## src/rtl/ex_hazard_ctrl_if.sv

```systemverilog
// Pipeline-control bundle between the execute-stage hazard controller and the pipe it steers.
interface ex_hazard_ctrl_if #(
  parameter int unsigned CNT_W = 16
);
  logic             id_valid;
  logic [2:0]       id_rs;
  logic             id_rs_used;
  logic [2:0]       id_rt;
  logic             id_rt_used;
  logic             ex_valid;
  logic             ex_mem_read;
  logic [2:0]       ex_rd;
  logic             br_tkn;
  logic             ex_halt;
  logic             mem_busy;
  logic             pc_write_en;
  logic             ifid_write_en;
  logic             ifid_flush;
  logic             idex_flush;
  logic             exmem_write_en;
  logic             ex_flush;
  logic             halted;
  logic [CNT_W-1:0] stall_cnt;
  logic [CNT_W-1:0] flush_cnt;

  modport master (
    output id_valid, id_rs, id_rs_used, id_rt, id_rt_used,
           ex_valid, ex_mem_read, ex_rd, br_tkn, ex_halt, mem_busy,
    input  pc_write_en, ifid_write_en, ifid_flush, idex_flush,
           exmem_write_en, ex_flush, halted, stall_cnt, flush_cnt
  );

  modport slave (
    input  id_valid, id_rs, id_rs_used, id_rt, id_rt_used,
           ex_valid, ex_mem_read, ex_rd, br_tkn, ex_halt, mem_busy,
    output pc_write_en, ifid_write_en, ifid_flush, idex_flush,
           exmem_write_en, ex_flush, halted, stall_cnt, flush_cnt
  );
endinterface

```

## src/rtl/ex_hazard_ctrl.sv

```systemverilog
// Execute-stage hazard controller: load-use bubbles, branch squash, memory freeze, HALT latch.
// Control outputs react combinationally in the same cycle; state and counters are registered.
module ex_hazard_ctrl #(
  parameter int unsigned FLUSH_CYCLES = 1,
  parameter int unsigned LU_BUBBLES   = 1,
  parameter int unsigned CNT_W        = 16
) (
  input logic             clk,
  input logic             rst,
  ex_hazard_ctrl_if.slave bus
);
  localparam int unsigned MAXC = (FLUSH_CYCLES > LU_BUBBLES) ? FLUSH_CYCLES : LU_BUBBLES;
  localparam int unsigned BW   = (MAXC < 2) ? 1 : $clog2(MAXC);

  typedef enum logic [1:0] {RUN, LU_STALL, FLUSH, HALTED} state_e;

  state_e           state_q, state_d;
  logic [BW-1:0]    bub_q, bub_d;
  logic [CNT_W-1:0] stall_q, stall_d;
  logic [CNT_W-1:0] flush_q, flush_d;
  logic             hz;

  assign hz = bus.id_valid & bus.ex_valid & bus.ex_mem_read &
              ((bus.id_rs_used & (bus.id_rs == bus.ex_rd)) |
               (bus.id_rt_used & (bus.id_rt == bus.ex_rd)));

  assign bus.stall_cnt = stall_q;
  assign bus.flush_cnt = flush_q;

  always_comb begin
    state_d            = state_q;
    bub_d              = bub_q;
    stall_d            = stall_q;
    flush_d            = flush_q;
    bus.pc_write_en    = 1'b1;
    bus.ifid_write_en  = 1'b1;
    bus.ifid_flush     = 1'b0;
    bus.idex_flush     = 1'b0;
    bus.exmem_write_en = 1'b1;
    bus.ex_flush       = 1'b0;
    bus.halted         = 1'b0;

    if (rst) begin
      bus.pc_write_en    = 1'b0;
      bus.ifid_write_en  = 1'b0;
      bus.exmem_write_en = 1'b0;
      bus.ifid_flush     = 1'b1;
      bus.idex_flush     = 1'b1;
      bus.ex_flush       = 1'b1;
      state_d            = RUN;
      bub_d              = '0;
      stall_d            = '0;
      flush_d            = '0;
    end else if (state_q == HALTED) begin
      bus.pc_write_en    = 1'b0;
      bus.ifid_write_en  = 1'b0;
      bus.exmem_write_en = 1'b0;
      bus.halted         = 1'b1;
    end else if (bus.mem_busy) begin
      // Freeze everything; pending events are re-evaluated once memory frees up.
      bus.pc_write_en    = 1'b0;
      bus.ifid_write_en  = 1'b0;
      bus.exmem_write_en = 1'b0;
    end else begin
      case (state_q)
        FLUSH: begin
          bus.ifid_flush = 1'b1;
          bus.idex_flush = 1'b1;
          if (bub_q <= BW'(1)) begin
            state_d = RUN;
            bub_d   = '0;
          end else begin
            bub_d = bub_q - BW'(1);
          end
        end
        RUN, LU_STALL: begin
          if (bus.br_tkn && bus.ex_valid) begin
            // Redirect: any in-progress load-use stall belongs to the wrong path.
            bus.ifid_flush = 1'b1;
            bus.idex_flush = 1'b1;
            flush_d        = (flush_q == '1) ? flush_q : flush_q + CNT_W'(1);
            if (FLUSH_CYCLES > 1) begin
              state_d = FLUSH;
              bub_d   = BW'(FLUSH_CYCLES - 1);
            end else begin
              state_d = RUN;
              bub_d   = '0;
            end
          end else if (bus.ex_halt && bus.ex_valid) begin
            bus.pc_write_en   = 1'b0;
            bus.ifid_write_en = 1'b0;
            bus.idex_flush    = 1'b1;
            state_d           = HALTED;
            bub_d             = '0;
          end else if ((state_q == LU_STALL) || hz) begin
            bus.pc_write_en   = 1'b0;
            bus.ifid_write_en = 1'b0;
            bus.idex_flush    = 1'b1;
            stall_d           = (stall_q == '1) ? stall_q : stall_q + CNT_W'(1);
            if (state_q == LU_STALL) begin
              if (bub_q <= BW'(1)) begin
                state_d = RUN;
                bub_d   = '0;
              end else begin
                bub_d = bub_q - BW'(1);
              end
            end else if (LU_BUBBLES > 1) begin
              state_d = LU_STALL;
              bub_d   = BW'(LU_BUBBLES - 1);
            end
          end
        end
        default: begin
          state_d = RUN;
          bub_d   = '0;
        end
      endcase
    end
  end

  always_ff @(posedge clk) begin
    if (rst) begin
      state_q <= RUN;
      bub_q   <= '0;
      stall_q <= '0;
      flush_q <= '0;
    end else begin
      state_q <= state_d;
      bub_q   <= bub_d;
      stall_q <= stall_d;
      flush_q <= flush_d;
    end
  end
endmodule

```

## src/flat_wrapper.sv

```systemverilog
// flat-port wrapper written by rule: the top's interface ports become plain ports
module ex_hazard_ctrl_flat 
#(
  parameter int unsigned FLUSH_CYCLES = 1,
  parameter int unsigned LU_BUBBLES   = 1,
  parameter int unsigned CNT_W        = 16
)
  (clk, rst, bus_id_valid, bus_id_rs, bus_id_rs_used, bus_id_rt, bus_id_rt_used, bus_ex_valid, bus_ex_mem_read, bus_ex_rd, bus_br_tkn, bus_ex_halt, bus_mem_busy, bus_pc_write_en, bus_ifid_write_en, bus_ifid_flush, bus_idex_flush, bus_exmem_write_en, bus_ex_flush, bus_halted, bus_stall_cnt, bus_flush_cnt);
  ex_hazard_ctrl_if #(.CNT_W(CNT_W)) bus_i ();
  input logic clk;
  input logic rst;
  input wire logic [$bits(bus_i.id_valid)-1:0] bus_id_valid;
  input wire logic [$bits(bus_i.id_rs)-1:0] bus_id_rs;
  input wire logic [$bits(bus_i.id_rs_used)-1:0] bus_id_rs_used;
  input wire logic [$bits(bus_i.id_rt)-1:0] bus_id_rt;
  input wire logic [$bits(bus_i.id_rt_used)-1:0] bus_id_rt_used;
  input wire logic [$bits(bus_i.ex_valid)-1:0] bus_ex_valid;
  input wire logic [$bits(bus_i.ex_mem_read)-1:0] bus_ex_mem_read;
  input wire logic [$bits(bus_i.ex_rd)-1:0] bus_ex_rd;
  input wire logic [$bits(bus_i.br_tkn)-1:0] bus_br_tkn;
  input wire logic [$bits(bus_i.ex_halt)-1:0] bus_ex_halt;
  input wire logic [$bits(bus_i.mem_busy)-1:0] bus_mem_busy;
  output wire logic [$bits(bus_i.pc_write_en)-1:0] bus_pc_write_en;
  output wire logic [$bits(bus_i.ifid_write_en)-1:0] bus_ifid_write_en;
  output wire logic [$bits(bus_i.ifid_flush)-1:0] bus_ifid_flush;
  output wire logic [$bits(bus_i.idex_flush)-1:0] bus_idex_flush;
  output wire logic [$bits(bus_i.exmem_write_en)-1:0] bus_exmem_write_en;
  output wire logic [$bits(bus_i.ex_flush)-1:0] bus_ex_flush;
  output wire logic [$bits(bus_i.halted)-1:0] bus_halted;
  output wire logic [$bits(bus_i.stall_cnt)-1:0] bus_stall_cnt;
  output wire logic [$bits(bus_i.flush_cnt)-1:0] bus_flush_cnt;
  assign bus_i.id_valid = bus_id_valid;
  assign bus_i.id_rs = bus_id_rs;
  assign bus_i.id_rs_used = bus_id_rs_used;
  assign bus_i.id_rt = bus_id_rt;
  assign bus_i.id_rt_used = bus_id_rt_used;
  assign bus_i.ex_valid = bus_ex_valid;
  assign bus_i.ex_mem_read = bus_ex_mem_read;
  assign bus_i.ex_rd = bus_ex_rd;
  assign bus_i.br_tkn = bus_br_tkn;
  assign bus_i.ex_halt = bus_ex_halt;
  assign bus_i.mem_busy = bus_mem_busy;
  assign bus_pc_write_en = bus_i.pc_write_en;
  assign bus_ifid_write_en = bus_i.ifid_write_en;
  assign bus_ifid_flush = bus_i.ifid_flush;
  assign bus_idex_flush = bus_i.idex_flush;
  assign bus_exmem_write_en = bus_i.exmem_write_en;
  assign bus_ex_flush = bus_i.ex_flush;
  assign bus_halted = bus_i.halted;
  assign bus_stall_cnt = bus_i.stall_cnt;
  assign bus_flush_cnt = bus_i.flush_cnt;
  ex_hazard_ctrl #(.FLUSH_CYCLES(FLUSH_CYCLES), .LU_BUBBLES(LU_BUBBLES), .CNT_W(CNT_W)) u_core (.clk(clk), .rst(rst), .bus(bus_i));
endmodule
```

## config.mk

```make
export PLATFORM = sky130hd
export DESIGN_NAME = ex_hazard_ctrl_flat
export DESIGN_NICKNAME = d
export VERILOG_FILES = /design/src/rtl/ex_hazard_ctrl_if.sv /design/src/rtl/ex_hazard_ctrl.sv /design/src/flat_wrapper.sv
export SDC_FILE = /design/constraint.sdc
export NUM_CORES = 1
export LEC_CHECK = 0
export CAP_MARGIN = 10
export CORE_ASPECT_RATIO = 1.75
export CORE_MARGIN = 1
export CORE_UTILIZATION = 48
export CTS_BUF_LIST = sky130_fd_sc_hd__clkbuf_2 sky130_fd_sc_hd__clkbuf_4 sky130_fd_sc_hd__clkbuf_8
export CTS_CLUSTER_SIZE = 20
export DETAILED_ROUTE_END_ITERATION = 10
export MAX_ROUTING_LAYER = met4
export PLACE_DENSITY_LB_ADDON = 0.3
export SYNTH_ARGS = -nofsm -noshare
export SYNTH_HDL_FRONTEND = slang
export SYNTH_SLANG_ARGS = --single-unit
export TNS_END_PERCENT = 10
```

## constraint.sdc

```tcl
create_clock -name clk -period 2.5 [get_ports clk]
set_clock_uncertainty 0.15 [all_clocks]
set_input_delay 0.5 -clock clk [delete_from_list [all_inputs] [get_ports clk]]
set_output_delay 0.5 -clock clk [all_outputs]
set_load 0.03 [all_outputs]
```

Word level (Yosys, flattened, before mapping)
Index checks and enable logic that the tools add are counted.
{"block": "word_totals", "output_inout_bits": 39, "mem_bits_ro": 0, "elab_cells": 74, "register_bits": 35, "n_memories": 0, "ramBits": 0, "in_bits": 19, "latchBits": 0}
{"block": "classes", "mux": 37, "n_reduce_logical": 8, "n_bitwise": 12, "n_eq_ne": 9, "multipliers": 0, "n_shift": 0, "add_sub_neg": 3, "div_mod_pow": 0, "magnitude_cmp": 1}
{"op": "$add A16 B1 Y16 const B", "n": 2}
{"op": "$eq A16 B16 Y1 const B", "n": 2}
{"op": "$mux W1", "n": 28}
{"op": "$mux W2", "n": 5}
{"op": "$ne A4 B1 Y1 const B", "n": 2}
{"op": "$reduce_and A7 Y1", "n": 1}
{"op": "$eq A3 B3 Y1", "n": 2}
{"op": "$not A1 Y1", "n": 6}
{"op": "$pmux W1 S2", "n": 3}
{"op": "$and A1 B1 Y1", "n": 5}
{"op": "$reduce_and A5 Y1", "n": 1}
{"op": "$eq A2 B2 Y1 const B", "n": 2}
{"op": "$pmux W2 S2", "n": 1}
{"op": "$reduce_and A4 Y1", "n": 1}
{"op": "$eq A2 B1 Y1 const B", "n": 1}
{"op": "$logic_and A1 B1 Y1", "n": 2}
{"op": "$logic_not A2 Y1", "n": 1}
{"op": "$reduce_or A2 Y1", "n": 1}
{"op": "$le A1 B1 Y1 const B", "n": 1}
{"op": "$logic_or A1 B1 Y1", "n": 1}
{"op": "$or A1 B1 Y1", "n": 1}
{"op": "$sub A1 B1 Y1 const B", "n": 1}

Longest topological paths before layout
Gate-level depths: netlist of the first run.
{"block": "logic_depth", "ltp_word": 12, "ltp_mapped": 7, "depth_no_buf": 6}

Worst setup path after synthesis of the first run
No wires, ideal clock.
{"block": "synth_path", "kind": "input -> output", "from": "input rst", "to": "output bus_pc_write_en", "path_stages": 4, "arrival_ns": 2.117, "path_buffers": 2, "setup_slack_ns": -0.267, "t_required_ns": 1.850, "path_cell_list": "clkbuf_1 nor3_1 o31a_1 buf_4"}
{"block": "synth_via", "elab_chain_cells": 1}
{"item": "start: declaration", "line": "flat_wrapper.sv:11", "text": "input logic rst;"}
{"item": "$mux W1"}
{"item": "end: declaration", "line": "flat_wrapper.sv:23", "text": "output wire logic [$bits(bus_i.pc_write_en)-1:0] bus_pc_write_en;"}
No other way between the ends.

Worst setup path in the final report of the first run
{"block": "layout_path", "from": "input bus_ex_valid", "to": "output bus_idex_flush"}
{"block": "layout_via", "elab_chain_cells": 11, "elab_cells_between_ends": 13, "cone_classes": "mux: 7; bitwise: 3; reduce/logical: 3"}
{"item": "start: declaration", "line": "flat_wrapper.sv:17", "text": "input wire logic [$bits(bus_i.ex_valid)-1:0] bus_ex_valid;"}
{"item": "$and A1 B1 Y1 (3 in a row)", "line": "ex_hazard_ctrl.sv:23", "text": "assign hz = bus.id_valid & bus.ex_valid & bus.ex_mem_read &"}
{"item": "$logic_or A1 B1 Y1", "line": "ex_hazard_ctrl.sv:95", "text": "end else if ((state_q == LU_STALL) || hz) begin"}
{"item": "$mux W1", "line": "ex_hazard_ctrl.sv:95"}
{"item": "$mux W1", "line": "ex_hazard_ctrl.sv:89", "text": "end else if (bus.ex_halt && bus.ex_valid) begin"}
{"item": "$mux W1 (*)", "line": "ex_hazard_ctrl.sv:77", "text": "if (bus.br_tkn && bus.ex_valid) begin"}
{"item": "$pmux W1 S2 (*)", "line": "ex_hazard_ctrl.sv:65", "text": "case (state_q)"}
{"item": "$mux W1 (*)", "line": "ex_hazard_ctrl.sv:59", "text": "end else if (bus.mem_busy) begin"}
{"item": "$mux W1 (*)", "line": "ex_hazard_ctrl.sv:54", "text": "end else if (state_q == HALTED) begin"}
{"item": "$mux W1 (*)", "line": "ex_hazard_ctrl.sv:43", "text": "if (rst) begin"}
{"item": "end: declaration", "line": "flat_wrapper.sv:26", "text": "output wire logic [$bits(bus_i.idex_flush)-1:0] bus_idex_flush;"}
Mark *: on every way between the ends. The rest lies on a longest branch, timed or not.

==> results of run 1 <==
tightest hold or removal path, cell delays in order (launching register included):
cell	delay, ns
dfxtp_1	0.33
nand2_1	0.06
mux2i_1	0.05
power breakdown:
group	total (uW)	internal, uW	switching, uW	leakage [uW]
Combinational	119	60.3	58.4	0.000625
Sequential	530	527	2.24	0.000266
Clock	529	336	193	0.0000619
Total	1180	923	254	0.000953
logic make-up (layout without fill, tap and decap cells):
kind of cell / after synthesis / in the layout / synth area share [%]
and+or+nand+nor: 94 / 94 / 29.10
AOI/OAI and AO/OA: 48 / 48 / 18.76
DFF: 33 / 33 / 36.41
xor gates and xnor gates: 17 / 17 / 8.207
buffers and inverters: 17 / 97 / 4.413
muxes: 3 / 3 / 1.724
adders and majority gates: 2 / 2 / 1.379
cell usage after synthesis (2+ instances only):
cell type and count:
inv_1 6, and3_1 3, nor3_1 8, or4_1 8, a21oi_1 17, a31oi_1 2
a31o_1 2, and2_1 3, nor2_1 22, nand3_1 11, nand4_1 7, buf_4 2
o31ai_1 8, dfxtp_1 33, nor4_1 4, nand4_2 2, xnor2_1 17, a211oi_1 5
or2_2 2, ha_1 2, mux2i_1 2, a21o_1 2, o21ai_0 3, nand2_1 14
clkbuf_1 7
registers in the layout, summed over array words and instances, names as in the netlist:
| signal | cells |
|---|---|
| u_core.state_q | 1 |
| u_core.bus.stall_cnt | 16 |
| u_core.bus.flush_cnt | 16 |
area by class of cell:
class,instances,area [um2]
Multi-Input combinational cell,164,1085
Fill cell,282,938.4
Timing Repair Buffer,83,744.5
Sequential cell,33,660.6
Clock buffer,7,90.09
Tap cell,46,57.56
Clock inverter,1,30.03
Inverter,6,22.52
metal layers:
layer	track usage, %	up-vias
met3	3.846	15
met2	47.89	60
met4	14.44	0
met5	-	-
met1	23.12	900
li1	-	945
layout by cell type (no fill, tap or decap), drive strengths merged, types with 8 or more instances in the layout:
cell,instances
nor3,8
o31ai,8
nor2,22
a21oi,17
buf,33
nand2,14
clkdlybuf4s50,41
xnor2,17
dfxtp,33
or4,8
dlygate4sd2,9
nand3,11
nand4,9
stage by stage:
stage	worst slack, ns	total power (uW)	util (%)	setup TNS (ns)	instances
2_1_floorplan	0.01122	596.4	-	0	214
3_3_place_gp	-0.08216	656.1	69.93	-0.6796	328
3_5_place_dp	-0.1373	657.5	69.93	-1.443	328
4_1_cts	0.07335	1190	74.14	0	340
5_1_grt	0.003735	1220	74.14	0	340
6_report	0.1139	1177	74.14	0	340
worst max-delay path by stage:
| stage | from | endpoint | slack, ns |
|---|---|---|---|
| 2_1_floorplan | bus_mem_busy | bus_idex_flush | 0.01 |
| 3_3_place_gp | bus_ex_rd[0] | u_core.bus.stall_cnt[15]$_SDFFE_PP0P_ | -0.08 |
| 3_5_place_dp | bus_ex_rd[2] | u_core.bus.stall_cnt[15]$_SDFFE_PP0P_ | -0.14 |
| 4_1_cts | bus_id_rt_used | bus_pc_write_en | 0.07 |
| 5_1_grt | bus_ex_rd[1] | bus_pc_write_en | 0.004 |
| 6_report | bus_ex_valid | bus_idex_flush | 0.11 |
repair_timing:
item | in CTS | in global routing
gates resized for setup | 12 | 1
setup endpoints to repair | 3 | 3
setup buffers | 4 | 0
pin swaps | 11 | 4
==> flow_summary.ini, run 1 <==
[clocking]
ctsHtreeMaxLevel = 2
clockBufferDepth = 2
cts.sinks = 33
cts-root-buf = clkbuf_8
worstSkewPairLatency_ns = 0.29
path_clk_slew_ns = 0.06
cts_tree = built
cts_buffers = 5
cts_hold_buf = 0

[final_layout]
design_area_mm2 = 0.002690
layout-area-overhead-vs-synth_pct = 48.28
drive_above_1_share_pct = 18.03
final_nets = 314
antennaDiodeCount = 0

[worst_hold_path]
min_from = u_core.bus.stall_cnt[12]$_SDFFE_PP0P_
hp-class = flop to flop
hold_depth = 2
worst_hold_path.endpoint = u_core.bus.stall_cnt[12]$_SDFFE_PP0P_

[placed_design]
dpl.hpwl_um = 3500
place_area_mm2 = 0.002537
numPortBuffers = 57
place_congestion = 0.8165

[die]
start_util_pct = 50.00
rows = 29
dieArea_mm2 = 0.004039
die_x_um = 48.48
ios = 58
core-area_mm2 = 0.003628
fp.dieH_um = 83.33

[synth]
yosys.area.top_type_share_pct = 36.41
synth-main-ff-cell = dfxtp_1
yosysTopAreaCell = dfxtp_1
synth.yosys.warnings = 0
synth_cells = 214
synth_fp_nets = 235
synth_cell_types = 47
async_reset_ff_share_pct = 0
synth_area_leaders = dfxtp_1 (36%), xnor2_1 (8.2%), a21oi_1 (4.7%)
synth_edf_count = 0
syn_area_mm2 = 0.001814
synth_seq_cells = 33
seq_area_frac_synth_pct = 36.41
avgSynthCellArea_um2 = 8.478

[timing]
period_share_pct = 95.44
slew-limit-headroom_pct = 63.53
hold_viol = 0
fmax_ghz = 0.4191
setup_viol = 0
tightest_slew_ns = 0.5420
slew_viol_final = 0
rsz0062_at_grt = no
period_minus_slack_ns = 2.386
whs_ns = 0.3353

[worst_setup_path]
critical_path_class = input pin to primary output
r2r_cells = 6
r2r_start = u_core.bus.stall_cnt[0]$_SDFFE_PP0P_
crit_family = buffers and inverters
critical_path_arrival_ns = 1.74
worstPathRequired_ns = 1.85
end_kind = primary output
cp_num_cells = 7
ff2ff_setup_slack_ns = 0.32
cp_cell_sequence = clkdlybuf4s50_1, buf_4, buf_4, nand2_1, o21ai_1, o21bai_1, buf_4
slowest_delay_ns = 0.49
worst-path-buf-inv = 4
path_common_cell = buf_4
cp_max_fo = 3
critPathSlowestCell = clkdlybuf4s50_1
r2r_end = u_core.bus.stall_cnt[15]$_SDFFE_PP0P_
crit_path_start_kind = input pin

[routing]
wl_met2_um = 2689
ant_nets = 0
drt-initial-drc-count = 44
dr.pass1.iters = 4
viasPerCell = 5.647
met1_length_um = 1759
wl_per_cell_um = 14.11
drc = 0
wirelength_um = 4798
dr_wl_met3_um = 191
top_layer_used = met4
vias = 1920

[global_routing]
grt_pass1_vias = 1849
grt_util_all_layers_pct = 25.28
overflow = 0
antenna_found_initial = 0
grt_pass1_wl_um = 7838
grt_max_degree = 29

[power]
p_leak_uw = 0.0009529
p_per_area_mw_per_mm2 = 437.6
irDropWorstVdd_uv = 403.5

[run]
cap_violations = 0

[run_status]
status = finished clean
No activity file was read; power rests on OpenSTA's default activity.
==> run 2, diff against run 1 <==
- ABC_AREA: not set -> 1
- CORE_UTILIZATION: 48 -> 50
==> run 2 against run 1 <==
Net effect: cell count increased by 27%; total power is 0.12% lower; critical path depth is 5 higher; clock power decreased by 3%; register-to-register slack gained 0.24 ns; fmax hardly changed; non-clock buffer count decreased by 19; combinational power increased by 8%; final area up 7.4%; die area grew 13%; first-iteration DRC count down 9.1%.
==> flow_summary.ini, run 2 <==
[final_layout]
final_nets = 403
layout_commonest_cell = nand2_1
layout-area-overhead-vs-synth_pct = 34.54
antennaDiodeCount = 0
drive_above_1_share_pct = 15.40
layout_common_cells = nand2_1 (96), clkdlybuf4s50_1 (46), nor2_1 (35), dfxtp_1 (33), inv_1 (32)

[routing]
drt-initial-drc-count = 40
wl_per_cell_um = 12.02
wirelength_um = 5193
viasPerCell = 5.069
dr.pass1.iters = 4
vias = 2190
drc = 0
ant_nets = 0

[worst_setup_path]
crit_path_start_kind = input pin
critPathSlowestCell = clkdlybuf4s50_1
path_common_cell = nand2_1
worst-path-buf-inv = 3
crit_family = buffers and inverters
critical_path_class = input pin to primary output
end_kind = primary output
cp_max_fo = 2
slowest_delay_ns = 0.48
critical_path_arrival_ns = 1.74
cp_cell_sequence = clkdlybuf4s50_1, inv_1, nand2_1, nand2_1, nor2_1, nand2_1, nand2_2, nand2_1, nand2_2, nand2_1, nand3_1, buf_6
worstPathRequired_ns = 1.85

[synth]
synth_edf_count = 0
synth_cells = 320
synth_simple_gate_area_share_pct = 38.50
synth_fp_nets = 341
avgSynthCellArea_um2 = 6.713
synth_compound_area_share_pct = 9.552
ys_top_cells_by_count = nand2_1 (97), nor2_1 (36), dfxtp_1 (33)
yosys.area.top_type_share_pct = 30.75
yosysTopAreaCell = dfxtp_1
seq_area_frac_synth_pct = 30.75
synth_top_family_by_area = simple AND/OR/NAND/NOR gates
synth.yosys.warnings = 0
synth-main-ff-cell = dfxtp_1
synth.area.mux_share_pct = 0
synth.most_common_cell = nand2_1
synth_area_leaders = dfxtp_1 (31%), nand2_1 (17%), nor2_1 (6.3%)
synthAdderAreaFrac_pct = 1.165
syn_area_mm2 = 0.002148
synth_xor_xnor_area_share_pct = 10.60
synth_seq_cells = 33
synth_cell_types = 29
async_reset_ff_share_pct = 0

[clocking]
cts_resized = 0
cts-root-buf = clkbuf_8
cts.sinks = 33
ctsHtreeMaxLevel = 2
cts_tree = built
postCtsSetupRepairBufs = 0
path_clk_slew_ns = 0.07
cts_hold_buf = 0
worstSkewPairLatency_ns = 0.29
clockBufferDepth = 2
cts_buffers = 5

[timing]
fin_setup_tns_ns = 0
tightest_slew_ns = 0.3405
hold_viol = 0
period_minus_slack_ns = 2.386
rsz0062_at_grt = no
fmax_ghz = 0.4192
period_share_pct = 95.42
slew-limit-headroom_pct = 77.30
whs_ns = 0.3466
slew_viol_final = 0
setup_viol = 0

[power]
seq_power_share_pct = 45.2
power_switching_uw = 291.9
p_clk_share_pct = 43.8
netSwitchingFraction_pct = 24.82
internal_power_uw = 883.9
irDropWorstVdd_uv = 353.2
p_per_area_mw_per_mm2 = 406.8
p_leak_uw = 0.001089
comb_power_share_pct = 11.0

[die]
dieArea_mm2 = 0.004573
rows = 31
fp.dieH_um = 88.72
core-area_mm2 = 0.004111
ios = 58
die_x_um = 51.55
start_util_pct = 52.25

[global_routing]
grt_max_degree = 27
grt_pass1_wl_um = 8459
antenna_found_initial = 0
overflow = 0
grt_util_all_layers_pct = 25.06
grt_pass1_vias = 2045

[placed_design]
place_congestion = 0.9051
dpl.hpwl_um = 3895
numPortBuffers = 57

[run]
cap_violations = 0

[worst_hold_path]
hp-class = flop to flop

[run_status]
status = finished clean
-- run 2: cell types whose count changed in the layout (fill, tap and decap cells not counted), sizes merged, moves of 5 or more --
cell           change
a211oi             -5
a21oi             +10
buf               -19
clkdlybuf4s50      +5
dlygate4sd2        -9
inv               +27
nand2             +96
nand3              +5
nor2              +20
o31ai              -8
or4                -8
xor2              +12
-- run 2: layer usage --
| metal | global-route usage (%) | wire [um] | vias up |
|---|---|---|---|
| met5 | - | 0 | - |
| met4 | 12.53 | 182 | 0 |
| met3 | 3.780 | 140 | 14 |
| met2 | 47.34 | 2912 | 51 |
| met1 | 23.62 | 1958 | 1000 |
| li1 | - | - | 1125 |
-- run 2: final timing paths --
| path | start | endpoint | slack, ns | cells after the start |
|---|---|---|---|---|
| setup / recovery | bus_id_rs[2] | bus_idex_flush | 0.11 | 12 |
| hold / removal | u_core.bus.flush_cnt[14]$_SDFFE_PP0P_ | u_core.bus.flush_cnt[14]$_SDFFE_PP0P_ | 0.35 | 2 |
| setup reg to reg | u_core.bus.flush_cnt[0]$_SDFFE_PP0P_ | u_core.bus.flush_cnt[7]$_SDFFE_PP0P_ | 0.56 | 10 |
| hold reg to reg | u_core.bus.flush_cnt[14]$_SDFFE_PP0P_ | u_core.bus.flush_cnt[14]$_SDFFE_PP0P_ | 0.35 | 2 |
-- run 2: power by group through the flow --
stage / Sequential, uW / Combinational (uW) / Clock (uW)
2_1_floorplan: 547 / 68.5 / 0
3_3_place_gp: 543 / 127 / 0
3_5_place_dp: 543 / 129 / 0
4_1_cts: 531 / 130 / 525
5_1_grt: 532 / 142 / 551
6_report: 531 / 129 / 515
-- run 2: layout make-up --
cell class | instances | area, um2
clock inverters | 3 | 46.29
clock buffers | 5 | 68.82
fillers | 372 | 1221
inverters | 34 | 127.6
multi-input cells | 244 | 1294
flip-flops and latches | 33 | 660.6
repair buffers | 64 | 631.9
well taps | 49 | 61.31
-- run 2: cell families after synthesis --
logic type | count (synthesis)
AOI/OAI and AO/OA | 33
xor gates and xnor gates | 26
adders and majority gates | 2
buffers and inverters | 43
DFF | 33
and+or+nand+nor | 183
-- run 2: tightest hold or removal path, cell delays in order (launching register included) --
cell and delay [ns]:
dfxtp_1 0.33, nand2_1 0.07, a21oi_1 0.05
-- run 2: through the flow --
stage / instance area [um2] / worst slack (ns) / power (uW) / cells / utilization (%)
global placement: 2759 / 0.06289 / 670.0 / 424 / 67.10
CTS: 2874 / 0.01393 / 1186 / 432 / 69.90
detailed placement: 2759 / 0.01730 / 672.5 / 424 / 67.10
floorplan: 2155 / 0.1614 / 615.3 / 320 / -
global route: 2890 / 0.002692 / 1224 / 432 / 70.30
finish: 2890 / 0.1144 / 1176 / 432 / 70.30
==> run 3, diff against run 2 <==
- SKIP_CTS_REPAIR_TIMING: not set -> 1
==> results of run 3 <==
Same layout as run 2: the final DEF is identical, and so are final timing and power.
==> patch, RTL diff (settings of run 2) <==
`CNT_W` is set to 16 in 3 places; all go to 14.
--- a/src/rtl/ex_hazard_ctrl_if.sv
+++ b/src/rtl/ex_hazard_ctrl_if.sv
@@ -1,5 +1,5 @@
 // Pipeline-control bundle between the execute-stage hazard controller and the pipe it steers.
 interface ex_hazard_ctrl_if #(
-  parameter int unsigned CNT_W = 16
+  parameter int unsigned CNT_W = 14
 );
   logic             id_valid;
--- a/src/rtl/ex_hazard_ctrl.sv
+++ b/src/rtl/ex_hazard_ctrl.sv
@@ -4,5 +4,5 @@
   parameter int unsigned FLUSH_CYCLES = 1,
   parameter int unsigned LU_BUBBLES   = 1,
-  parameter int unsigned CNT_W        = 16
+  parameter int unsigned CNT_W        = 14
 ) (
   input logic             clk,
--- a/src/flat_wrapper.sv
+++ b/src/flat_wrapper.sv
@@ -4,5 +4,5 @@
   parameter int unsigned FLUSH_CYCLES = 1,
   parameter int unsigned LU_BUBBLES   = 1,
-  parameter int unsigned CNT_W        = 16
+  parameter int unsigned CNT_W        = 14
 )
   (clk, rst, bus_id_valid, bus_id_rs, bus_id_rs_used, bus_id_rt, bus_id_rt_used, bus_ex_valid, bus_ex_mem_read, bus_ex_rd, bus_br_tkn, bus_ex_halt, bus_mem_busy, bus_pc_write_en, bus_ifid_write_en, bus_ifid_flush, bus_idex_flush, bus_exmem_write_en, bus_ex_flush, bus_halted, bus_stall_cnt, bus_flush_cnt);
Interface: changed (resized bus_flush_cnt and bus_stall_cnt); port bits go from 58 to 54. No check against the original RTL was run, so the function may have changed too.
==> patch against run 2 <==
- die area fell by 13%
- wire length fell by 12%
- core utilization fell by 0.25 points
- setup slack lost 0.012 ns
- critical endpoint is now bus_pc_write_en
- synthesized area shrank 13%
- final area decreased by 13%
- sequential cell count shrank 4
- register-to-register slack lost 0.06 ns
- critical path type unchanged
- total power down 17%
==> patch: results (changes against run 2) <==
| Metric | Value |
|---|---|
| Outcome | complete, no violations |
| Clk cell area share | 3.43% (-0.55 points) |
| IO buf count | 53 (-7.0%) |
| Post-Layout Cell Count | 385 (-11%) |
| GRT Util Overall | 25.4% (+0.35 points) |
| Area of the multi-input gates | 1110 sq um (-14%) |
| Placed Area | 2410 sq um (-13%) |
| Met3 Track Usage GR | 4.13% (+0.35 points) |
| DR WL met3 | 189 microns (+35%) |
| Die area | 3980 sq um (-13%) |
| Worst stage delay on the critical path | 0.45 ns (-0.03 ns) |
| Setup WS pre-CTS | 0.0129 ns (-0.00444 ns) |
| Final sequential cell count | 29 (-12%) |
| Sequential cell area share | 23.1% (+0.22 points) |
| Final net count | 359 (-11%) |
| DP Wirelength | 3350 microns (-14%) |
| Non-clk invs | 30 (-12%) |
| First-pass GRT wire length | 7130 microns (-16%) |
| Non-clk buf share | 22.5% (+0.66 points) |
| Number of global-route vias before repair | 1,732 (-15%) |
| Met2 WL | 2630 microns (-9.8%) |
| Slew margin rel. | 69.8% (-7.5 points) |
| Top cells by instance count after synthesis | 81 x nand2_1, 32 x nor2_1, 29 x dfxtp_1, 29 x inv_1, 20 x o21ai_0 |
| Largest net degree at the start of global routing | 24 (-11%) |
| Routability-driven placement congestion ratio | 0.903 (-0.20%) |
| Xor/xnor share of the synthesized area | 9.41% (-1.2 points) |
| Synth area leaders | dfxtp_1 31%, nand2_1 16%, nor2_1 6.5% |
| Routed wire per std cell | 11.9 microns (-1.0%) |
| Post-Place Cells | 377 (-11%) |
| Routed via count | 1,944 (-11%) |
| Synth Area in Compound Gates | 14.4% (+4.8 points) |
| Avg Cell Area, Syn | 6.60 sq um (-1.7%) |
==> patch: worst paths after layout <==
| check | from | cells past startpoint | slack [ns] | to |
|---|---|---|---|---|
| worst max register to register | u_core.bus.flush_cnt[1]$_SDFFE_PP0P_ | 10 | 0.50 | u_core.bus.flush_cnt[4]$_SDFFE_PP0P_ |
| worst max-delay path | bus_id_rt[1] | 10 | 0.10 | bus_pc_write_en |
| worst min register to register | u_core.bus.flush_cnt[11]$_SDFFE_PP0P_ | 2 | 0.35 | u_core.bus.flush_cnt[11]$_SDFFE_PP0P_ |
| worst min-delay path | u_core.bus.flush_cnt[11]$_SDFFE_PP0P_ | 2 | 0.35 | u_core.bus.flush_cnt[11]$_SDFFE_PP0P_ |
==> patch: power breakdown <==
group / switching, mW / leakage [nW] / internal [mW] / total (mW)
Combinational: 0.0731 / 0.709 / 0.0563 / 0.129
Sequential: 0.00237 / 0.234 / 0.465 / 0.467
Clock: 0.184 / 0.0439 / 0.192 / 0.376
